**src/rtl/prog_lut_pkg.sv**
```systemverilog
// Shared constants and types for the programmable lookup table.
package prog_lut_pkg;

  localparam int LUT_ADDR_W = 5;
  localparam int LUT_DATA_W = 8;
  localparam int LUT_BASE   = 60;

  typedef enum logic {
    INIT,
    READY
  } lut_state_e;

endpackage

```
**src/rtl/lut_init_seq.sv**
```systemverilog
// Fill sequencer: walks every entry after reset or a restore request,
// producing the default value BASE + index, then reports ready.
module lut_init_seq
  import prog_lut_pkg::*;
#(
  parameter int ADDR_W = LUT_ADDR_W,
  parameter int DATA_W = LUT_DATA_W,
  parameter int BASE   = LUT_BASE
) (
  input  logic              clk,
  input  logic              rst_n,
  input  logic              init_req,
  output logic              ready,
  output logic              fill_en,
  output logic [ADDR_W-1:0] fill_addr,
  output logic [DATA_W-1:0] fill_data
);

  localparam int DEPTH = 2 ** ADDR_W;
  localparam int SUM_W = DATA_W + ADDR_W;

  lut_state_e        state;
  logic [ADDR_W-1:0] idx;
  logic [SUM_W-1:0]  sum;

  // Wide add then truncate so the default pattern wraps modulo 2**DATA_W.
  assign sum       = SUM_W'(BASE) + SUM_W'(idx);
  assign fill_data = sum[DATA_W-1:0];
  assign fill_addr = idx;
  assign fill_en   = (state == INIT);

  // NOTE: sequential state uses non-blocking assignments only, so every
  // register samples pre-edge values regardless of statement order.
  always_ff @(posedge clk) begin
    if (!rst_n) begin
      state <= INIT;
      idx   <= '0;
      ready <= 1'b0;
    end else begin
      case (state)
        INIT: begin
          idx <= idx + 1'b1;
          if (idx == ADDR_W'(DEPTH - 1)) begin
            state <= READY;
            ready <= 1'b1;
          end
        end
        READY: begin
          if (init_req) begin
            state <= INIT;
            idx   <= '0;
            ready <= 1'b0;
          end
        end
        default: begin
          state <= INIT;
          idx   <= '0;
          ready <= 1'b0;
        end
      endcase
    end
  end

endmodule

```
**src/rtl/prog_lut.sv**
```systemverilog
// Writable constant table with self-initialisation, registered
// write-first reads and a run-time restore of default contents.
module prog_lut
  import prog_lut_pkg::*;
#(
  parameter int ADDR_W = LUT_ADDR_W,
  parameter int DATA_W = LUT_DATA_W,
  parameter int BASE   = LUT_BASE
) (
  input  logic              clk,
  input  logic              rst_n,
  input  logic              init_req,
  output logic              ready,
  input  logic              rd_en,
  input  logic [ADDR_W-1:0] rd_addr,
  output logic              rd_valid,
  output logic [DATA_W-1:0] rd_data,
  input  logic              wr_en,
  input  logic [ADDR_W-1:0] wr_addr,
  input  logic [DATA_W-1:0] wr_data
);

  localparam int DEPTH = 2 ** ADDR_W;

  logic              fill_en;
  logic [ADDR_W-1:0] fill_addr;
  logic [DATA_W-1:0] fill_data;
  logic              user_wr;
  logic              user_rd;
  logic              mem_we;
  logic [ADDR_W-1:0] mem_waddr;
  logic [DATA_W-1:0] mem_wdata;
  logic [DATA_W-1:0] mem [DEPTH];

  lut_init_seq #(
    .ADDR_W (ADDR_W),
    .DATA_W (DATA_W),
    .BASE   (BASE)
  ) u_init_seq (
    .clk       (clk),
    .rst_n     (rst_n),
    .init_req  (init_req),
    .ready     (ready),
    .fill_en   (fill_en),
    .fill_addr (fill_addr),
    .fill_data (fill_data)
  );

  assign user_wr = ready && wr_en;
  assign user_rd = ready && rd_en;

  // NOTE: every output of this always_comb gets a default first, so no
  // latch is inferred on paths that do not assign it.
  always_comb begin
    mem_we    = 1'b0;
    mem_waddr = wr_addr;
    mem_wdata = wr_data;
    if (fill_en) begin
      mem_we    = 1'b1;
      mem_waddr = fill_addr;
      mem_wdata = fill_data;
    end else if (user_wr) begin
      mem_we = 1'b1;
    end
  end

  // NOTE: storage has no reset; the fill sequence defines its contents,
  // which keeps it mappable to RAM.
  always_ff @(posedge clk) begin
    if (rst_n && mem_we) begin
      mem[mem_waddr] <= mem_wdata;
    end
  end

  always_ff @(posedge clk) begin
    if (!rst_n) begin
      rd_valid <= 1'b0;
      rd_data  <= '0;
    end else begin
      rd_valid <= user_rd;
      if (user_rd) begin
        // Write-first bypass for a same-address read in the same cycle.
        rd_data <= (user_wr && (wr_addr == rd_addr)) ? wr_data : mem[rd_addr];
      end
    end
  end

endmodule

```
**config.mk**
```make
export PLATFORM = sky130hd
export DESIGN_NAME = prog_lut
export DESIGN_NICKNAME = d
export VERILOG_FILES = /design/src/rtl/prog_lut_pkg.sv /design/src/rtl/lut_init_seq.sv /design/src/rtl/prog_lut.sv
export SDC_FILE = /design/constraint.sdc
export NUM_CORES = 1
export LEC_CHECK = 0
export ABC_AREA = 1
export ABC_CLOCK_PERIOD_IN_PS = 2600
export BUFFER_PORTS_ARGS = -buffer_cell sky130_fd_sc_hd__buf_2
export CORE_ASPECT_RATIO = 1.75
export CORE_MARGIN = 2
export CORE_UTILIZATION = 42
export DETAILED_ROUTE_END_ITERATION = 16
export PLACE_DENSITY = 0.62
export SLEW_MARGIN = 30
export SYNTH_ARGS = -nofsm -noshare
export SYNTH_HDL_FRONTEND = slang
export SYNTH_HIERARCHICAL = 1
export SYNTH_SLANG_ARGS = --single-unit
```
**constraint.sdc**
```tcl
create_clock -name clk -period 2.6 [get_ports clk]
set_input_delay 0.13 -clock clk [delete_from_list [all_inputs] [get_ports clk]]
set_output_delay 0.13 -clock clk [all_outputs]
set_load 0.1 [all_outputs]
```
# After elaboration in Yosys (flattened, before gate mapping)
# Memories as Yosys holds them, arrays and structs flattened.
# Index checks and enable logic that the tools add are counted.
[classes]
addsub = 2
eq_ne = 4
muxes = 15
bitwise = 1
reduce_logical = 5
[op_table]
columns = ["operator", "n"]
rows = [
  ["two-way mux 8 bit", 2],
  ["two-way mux 5 bit", 2],
  ["one-hot mux 5 bit (2 select lines)", 1],
  ["two-way mux 1 bit", 8],
  ["adder 6 x 5 -> 7 bit (first input constant)", 1],
  ["adder 5 x 1 -> 5 bit (second input constant)", 1],
  ["== test 5 bit", 1],
  ["== test 5 bit (second input constant)", 1],
  ["logical AND 1 bit", 4],
  ["one-hot mux 1 bit (2 select lines)", 2],
  ["inequality test 2 x 1 -> 1 bit (second input constant)", 1],
  ["inequality test 2 bit (second input constant)", 1],
  ["AND reduction 2 bit", 1],
  ["NOT 1 bit", 1],
]
[word_totals]
ff_bits = 16
ram_bits = 256
input_bits = 23
output_inout_bits = 10
word_cells = 33
memories = 1
[memory_table]
columns = ["memory", "depth", "word_bits", "rd", "rd_ports_with_merged_regs", "write_ports", "line_no", "rtl"]
rows = [
  ["mem", 32, 8, 1, 0, 1, "prog_lut.sv:33", "logic [DATA_W-1:0] mem [DEPTH];"],
]

# Longest topological paths before layout
[logic_depth]
depth_word = 6
ltp_mapped = 11

# By module
# Netlist, hierarchy kept.
[by_module_without_submodules]
columns = ["module", "instances", "cells_each", "area_per_inst_um2"]
rows = [
  ["prog_lut", 1, 1035, 11212.0],
  ["lut_init_seq", 1, 56, 399.1],
]

# Least setup slack after synthesis
# OpenSTA, ideal clock, no wires.
[synth_path]
kind = "register to register"
start = "reg u_init_seq.state"
end = "mem mem[0][0] (netlist bit), data pin"
t_arrival_ps = 2186
setup_slack_ps = -40
path_stages_with_launch = 5
path_buffers = 2
synth_period_minus_slack_ps = 2640
path_cell_list = "dfxtp_1 -> inv_2 -> clkbuf_1 -> clkbuf_1 -> o21ai_0"
[synth_via]
elab_chain_len = 1
[synth_rtl]
columns = ["item", "line_no", "rtl"]
rows = [
  ["start: declaration", "lut_init_seq.sv:22", "lut_state_e state;"],
  ["start signal: assignment", "lut_init_seq.sv:36", "state <= INIT;"],
  ["start signal: assignment", "lut_init_seq.sv:44", "state <= READY;"],
  ["start signal: assignment", "lut_init_seq.sv:50", "state <= INIT;"],
  ["two-way mux 8 bit", "prog_lut.sv:58", "if (fill_en) begin"],
  ["named net mem_wdata[0]", "prog_lut.sv:32", "logic [DATA_W-1:0] mem_wdata;"],
  ["end: declaration", "prog_lut.sv:33", ""],
]
# The timed path passes the listed nets, and every way through them passes these cells.

# Worst setup path after layout
[layout_path]
start = "reg u_init_seq.state"
end = "mem mem[6][0] (netlist bit), enable pin"
[layout_via]
elab_chain_len = 4
[layout_rtl]
columns = ["item", "line_no", "rtl"]
rows = [
  ["two-way mux 1 bit", "prog_lut.sv:58", ""],
  ["logical AND 1 bit", "prog_lut.sv:70", "if (rst_n && mem_we) begin"],
  ["two-way mux 1 bit", "prog_lut.sv:70", ""],
  ["two-way mux 1 bit (implied by the code)", "prog_lut.sv:71", "mem[mem_waddr] <= mem_wdata;"],
]
# Several ways; a longest one is shown, not always the timed one.

==> impl_results.md <==
* Leakage component of the power at 0.00514 uW
* Post-synthesis average cell area at approximately 11 sq um
* Tightest slew margin relative to the limit at 53.3%
* Placeable core area at 0.0272 sq mm
* Antenna violations before repair at 0
* Leading post-synthesis cells by cell area: sky130_fd_sc_hd__edfxtp_1 (66%), sky130_fd_sc_hd__nand2_1 (11%), sky130_fd_sc_hd__nand3_1 (9.3%), sky130_fd_sc_hd__dfxtp_1 (2.8%), sky130_fd_sc_hd__nor2_1 (2.2%)
* Number of nets in the layout at 1170
* Area of the mapped netlist at 0.0116 sq mm
* Maximum number of pins on one net before global-route repair at 130
* Cell type contributing the most total cell area after synthesis: sky130_fd_sc_hd__edfxtp_1
* Worst setup path start: u_init_seq/state
* Number of gates on the worst path with buffers counted at 8
* Top Family by Delay on Critical Path: simple AND/OR/NAND/NOR gates
* Site Rows at 80
* Final worst slack at roughly 0.25 ns
* Crit Reg-Reg Startpoint: u_init_seq/state
* Number of instances in the synthesized netlist at 1091
* Final routed wirelength across all metal layers at 30700 um
* Area share of the largest cell type after synthesis at 66.2%
* Clock-pin slew of the registers on the worst-case setup and hold paths at 0.07 ns
* Critical path endpoint: mem[6][0]
* Reg-to-reg critical path endpoint: mem[6][0]
* Initial Util at 42.6%
* Top-level I/O count at 33
* Worst EP required at 2.77 ns
* Overall die area at 0.0290 sq mm
* Register bit total from synthesis at 272
* Startpoint type of the worst setup path: register
* Post-Synthesis Net Count at ~1.1k
* Final antenna-violating net count at 0
* Floorplan die height at between 200 and 250 um
* Highest attainable clock frequency at 426 MHz
* # Max-Cap Violations at 0
* Worst-path cell chain: inv_2, inv_1, or2_2, o21ai_0, inv_1, nor2_1, nand2_1, nor2_1
* Slowest cell on crit path: sky130_fd_sc_hd__nor2_1
* # setup viols final at 0
* Library cell used as clock root buffer: sky130_fd_sc_hd__clkbuf_16
* FF-to-FF path depth at 8
* Power per unit of standard cell area at 694 mW/mm^2
* Portion of the post-synthesis area used by sequential elements at between 60 and 70%
* Count of buffers added by post-CTS timing repair for setup at 0
* Number of max-slew violations in the final report at 0
* Reg2Reg Setup Slack at 0.25 ns
* Hold-fix buffer count after cts at 3
* WP data arrival at 2.52 ns
* Sum of overflow across all layers after global routing at 0
* CTS buffer count at 24
* Via density per instance at 5.20
* Type of the worst setup path: register to register
* Worst hold path class: input port to register
* Time the worst path needs with I/O delays and setup at ~2.3 ns
* Period utilization at 90.3%
* Highest net fanout along the worst path at 8
* Area growth syn-to-layout at 13.6%
* Via count of the first global-routing pass at just over 8k
* Mean routed wirelength per cell at 20.1 um
* Delay of the slowest critical-path stage at about 0.55 ns
* Global-route wire length before repair at 46500 um
* Num Clock Sinks at 272
* Maximum vdd drop at 0.361 mV
* Setup repair after global routing missed its margin: no
* Last weighted congestion value of the routability-driven placer at 0.888
* I/O Buffers at 32
* Count of cell types in the netlist at 24
* Total instance count after detailed placement at 1482
* Fraction of final layout cells with drive strength greater than 1 at 12.2%
* Number of iterations in the first detailed-routing pass at 8
* Later-pin clock latency in the skew report at 0.54 ns
* Placement Setup Slack at 0.222 ns
* Overall Global Routing Usage at 21.7%
* H-tree lvl count at 1
* Cells resized by post-CTS repair at 0
* CTS tree: yes
* Hold Vio Cnt, Final at 0
* Warning count from the yosys run at 6
* Sum of net half-perimeters after detailed placement at 20200 um
* Actual slew at the worst max-slew pin at 0.697 ns
* Worst-case clock skew at ~0.015 ns
* Endpoint kind of the worst setup timing path: register
* TNS Setup at 0 ns
* Vias after detailed routing at approximately 8.0k
* Crit path buf inv count at 3
* DRC violation count after routing at 0
* Number of inserted diodes at 0
* Die X-Extent at approximately 130 um
* Run status: complete, no violations
* Buffer levels on the longest clock path at 3
* Post-route non-filler standard cell count at 1529
* DRC marker count from the first detailed-route iteration at 728
-- cells in the mapped netlist --
cell / number
sky130_fd_sc_hd__nand2_1: 351
sky130_fd_sc_hd__edfxtp_1: 256
sky130_fd_sc_hd__nand3_1: 215
sky130_fd_sc_hd__nor2_1: 69
sky130_fd_sc_hd__inv_1: 59
sky130_fd_sc_hd__o21ai_0: 23
sky130_fd_sc_hd__buf_4: 19
sky130_fd_sc_hd__buf_2: 17
sky130_fd_sc_hd__dfxtp_1: 16
sky130_fd_sc_hd__a21oi_1: 13
sky130_fd_sc_hd__clkbuf_1: 13
sky130_fd_sc_hd__buf_1: 7
sky130_fd_sc_hd__inv_2: 6
sky130_fd_sc_hd__ha_1: 5
sky130_fd_sc_hd__or2_2: 5
sky130_fd_sc_hd__buf_6: 3
sky130_fd_sc_hd__nor3_1: 3
sky130_fd_sc_hd__o21ai_1: 3
sky130_fd_sc_hd__a21oi_2: 2
sky130_fd_sc_hd__xor2_1: 2
sky130_fd_sc_hd__conb_1: 1
sky130_fd_sc_hd__nand3_2: 1
sky130_fd_sc_hd__nor2_4: 1
sky130_fd_sc_hd__o22ai_1: 1
-- layer usage --
layer	track usage (%)	vias up	share of wire, %
met4	13.3	0	6.2
met1	22.7	3840	35
met3	1.96	82	3.8
li1	-	3804	-
met2	40.6	230	55
met5	0	-	0
-- flip-flops by register name, summed over array words and instances, names as in the netlist --
signal	count
mem	256
rd_data	8
u_init_seq/fill_addr	5
rd_valid	1
u_init_seq/ready	1
u_init_seq/state	1
-- through the flow --
| step | total power (uW) | utilization, % | instance area [sq um] | hold slack (ns) |
|---|---|---|---|---|
| global route | 9400 | 48.5 | 13200 | 0.0568 |
| finish | 9150 | 48.5 | 13200 | 0.0196 |
| detailed placement | 5640 | 45.4 | 12400 | 0.472 |
| floorplan | 5340 | - | 11600 | 0.265 |
| CTS | 9190 | 48.5 | 13200 | 0.00184 |
| global placement | 5630 | 45.4 | 12400 | 0.470 |
-- cells in the final DEF, fill, tap and decap left out, types with 2 or more instances in the layout --
cell type	n
sky130_fd_sc_hd__clkbuf_1	2
sky130_fd_sc_hd__nor3_1	3
sky130_fd_sc_hd__or2_2	5
sky130_fd_sc_hd__inv_1	59
sky130_fd_sc_hd__inv_2	5
sky130_fd_sc_hd__ha_1	5
sky130_fd_sc_hd__o21ai_2	8
sky130_fd_sc_hd__o21ai_1	3
sky130_fd_sc_hd__o21ai_0	15
sky130_fd_sc_hd__clkbuf_16	24
sky130_fd_sc_hd__dlygate4sd3_1	3
sky130_fd_sc_hd__dfxtp_1	16
sky130_fd_sc_hd__nand3_1	215
sky130_fd_sc_hd__buf_12	6
sky130_fd_sc_hd__buf_2	31
sky130_fd_sc_hd__nor2_1	69
sky130_fd_sc_hd__a21oi_2	2
sky130_fd_sc_hd__buf_4	44
sky130_fd_sc_hd__a21oi_1	13
sky130_fd_sc_hd__bufinv_16	3
sky130_fd_sc_hd__edfxtp_1	256
sky130_fd_sc_hd__clkinv_2	8
sky130_fd_sc_hd__inv_6	2
sky130_fd_sc_hd__clkinv_1	4
sky130_fd_sc_hd__nand2_1	351
sky130_fd_sc_hd__xor2_1	2
-- how the worst min path moves through the flow --
| stage | startpoint | endpoint | cells after the start |
|---|---|---|---|
| finish | wr_data[3] | rd_data[3] | 5 |
| global route | wr_data[7] | rd_data[7] | 5 |
| CTS | wr_data[3] | rd_data[3] | 5 |
| detailed placement | rst_n | rd_data[3] | 3 |
| global placement | rst_n | rd_data[7] | 3 |
| floorplan | rst_n | rd_valid | 2 |
-- final cells by class --
cell class	count	area (sq um)
multi-input cells	695	3050
fillers	2502	14000
inverters	65	245
repair buffers	84	636
well taps	369	462
clock buffers	26	608
flip-flops and latches	272	8010
clock inverters	18	183
-- report_power, final --
group,total [uW],internal (uW),switching [uW]
sequential,4850,4840,9.87
combinational,698,189,509
clock,3600,2010,1590
total,9150,7040,2110
-- cell families after synthesis --
family                   share of synthesized area [%]
adder cells (fa/ha/maj)                          0.539
flip-flops                                        69.0
buffers and inverters                             5.00
AO/OA/AOI/OAI                                     1.89
other                                           0.0323
AND/OR/NAND/NOR                                   23.4
XOR/XNOR                                         0.151
-- worst reg2reg max path: stages, from the launching register on --
cell	delay (ns)
sky130_fd_sc_hd__dfxtp_1	0.35
sky130_fd_sc_hd__inv_2	0.11
sky130_fd_sc_hd__inv_1	0.09
sky130_fd_sc_hd__or2_2	0.27
sky130_fd_sc_hd__o21ai_0	0.19
sky130_fd_sc_hd__inv_1	0.12
sky130_fd_sc_hd__nor2_1	0.16
sky130_fd_sc_hd__nand2_1	0.15
sky130_fd_sc_hd__nor2_1	0.55
Note: power is estimated with default switching activity, not from simulation.
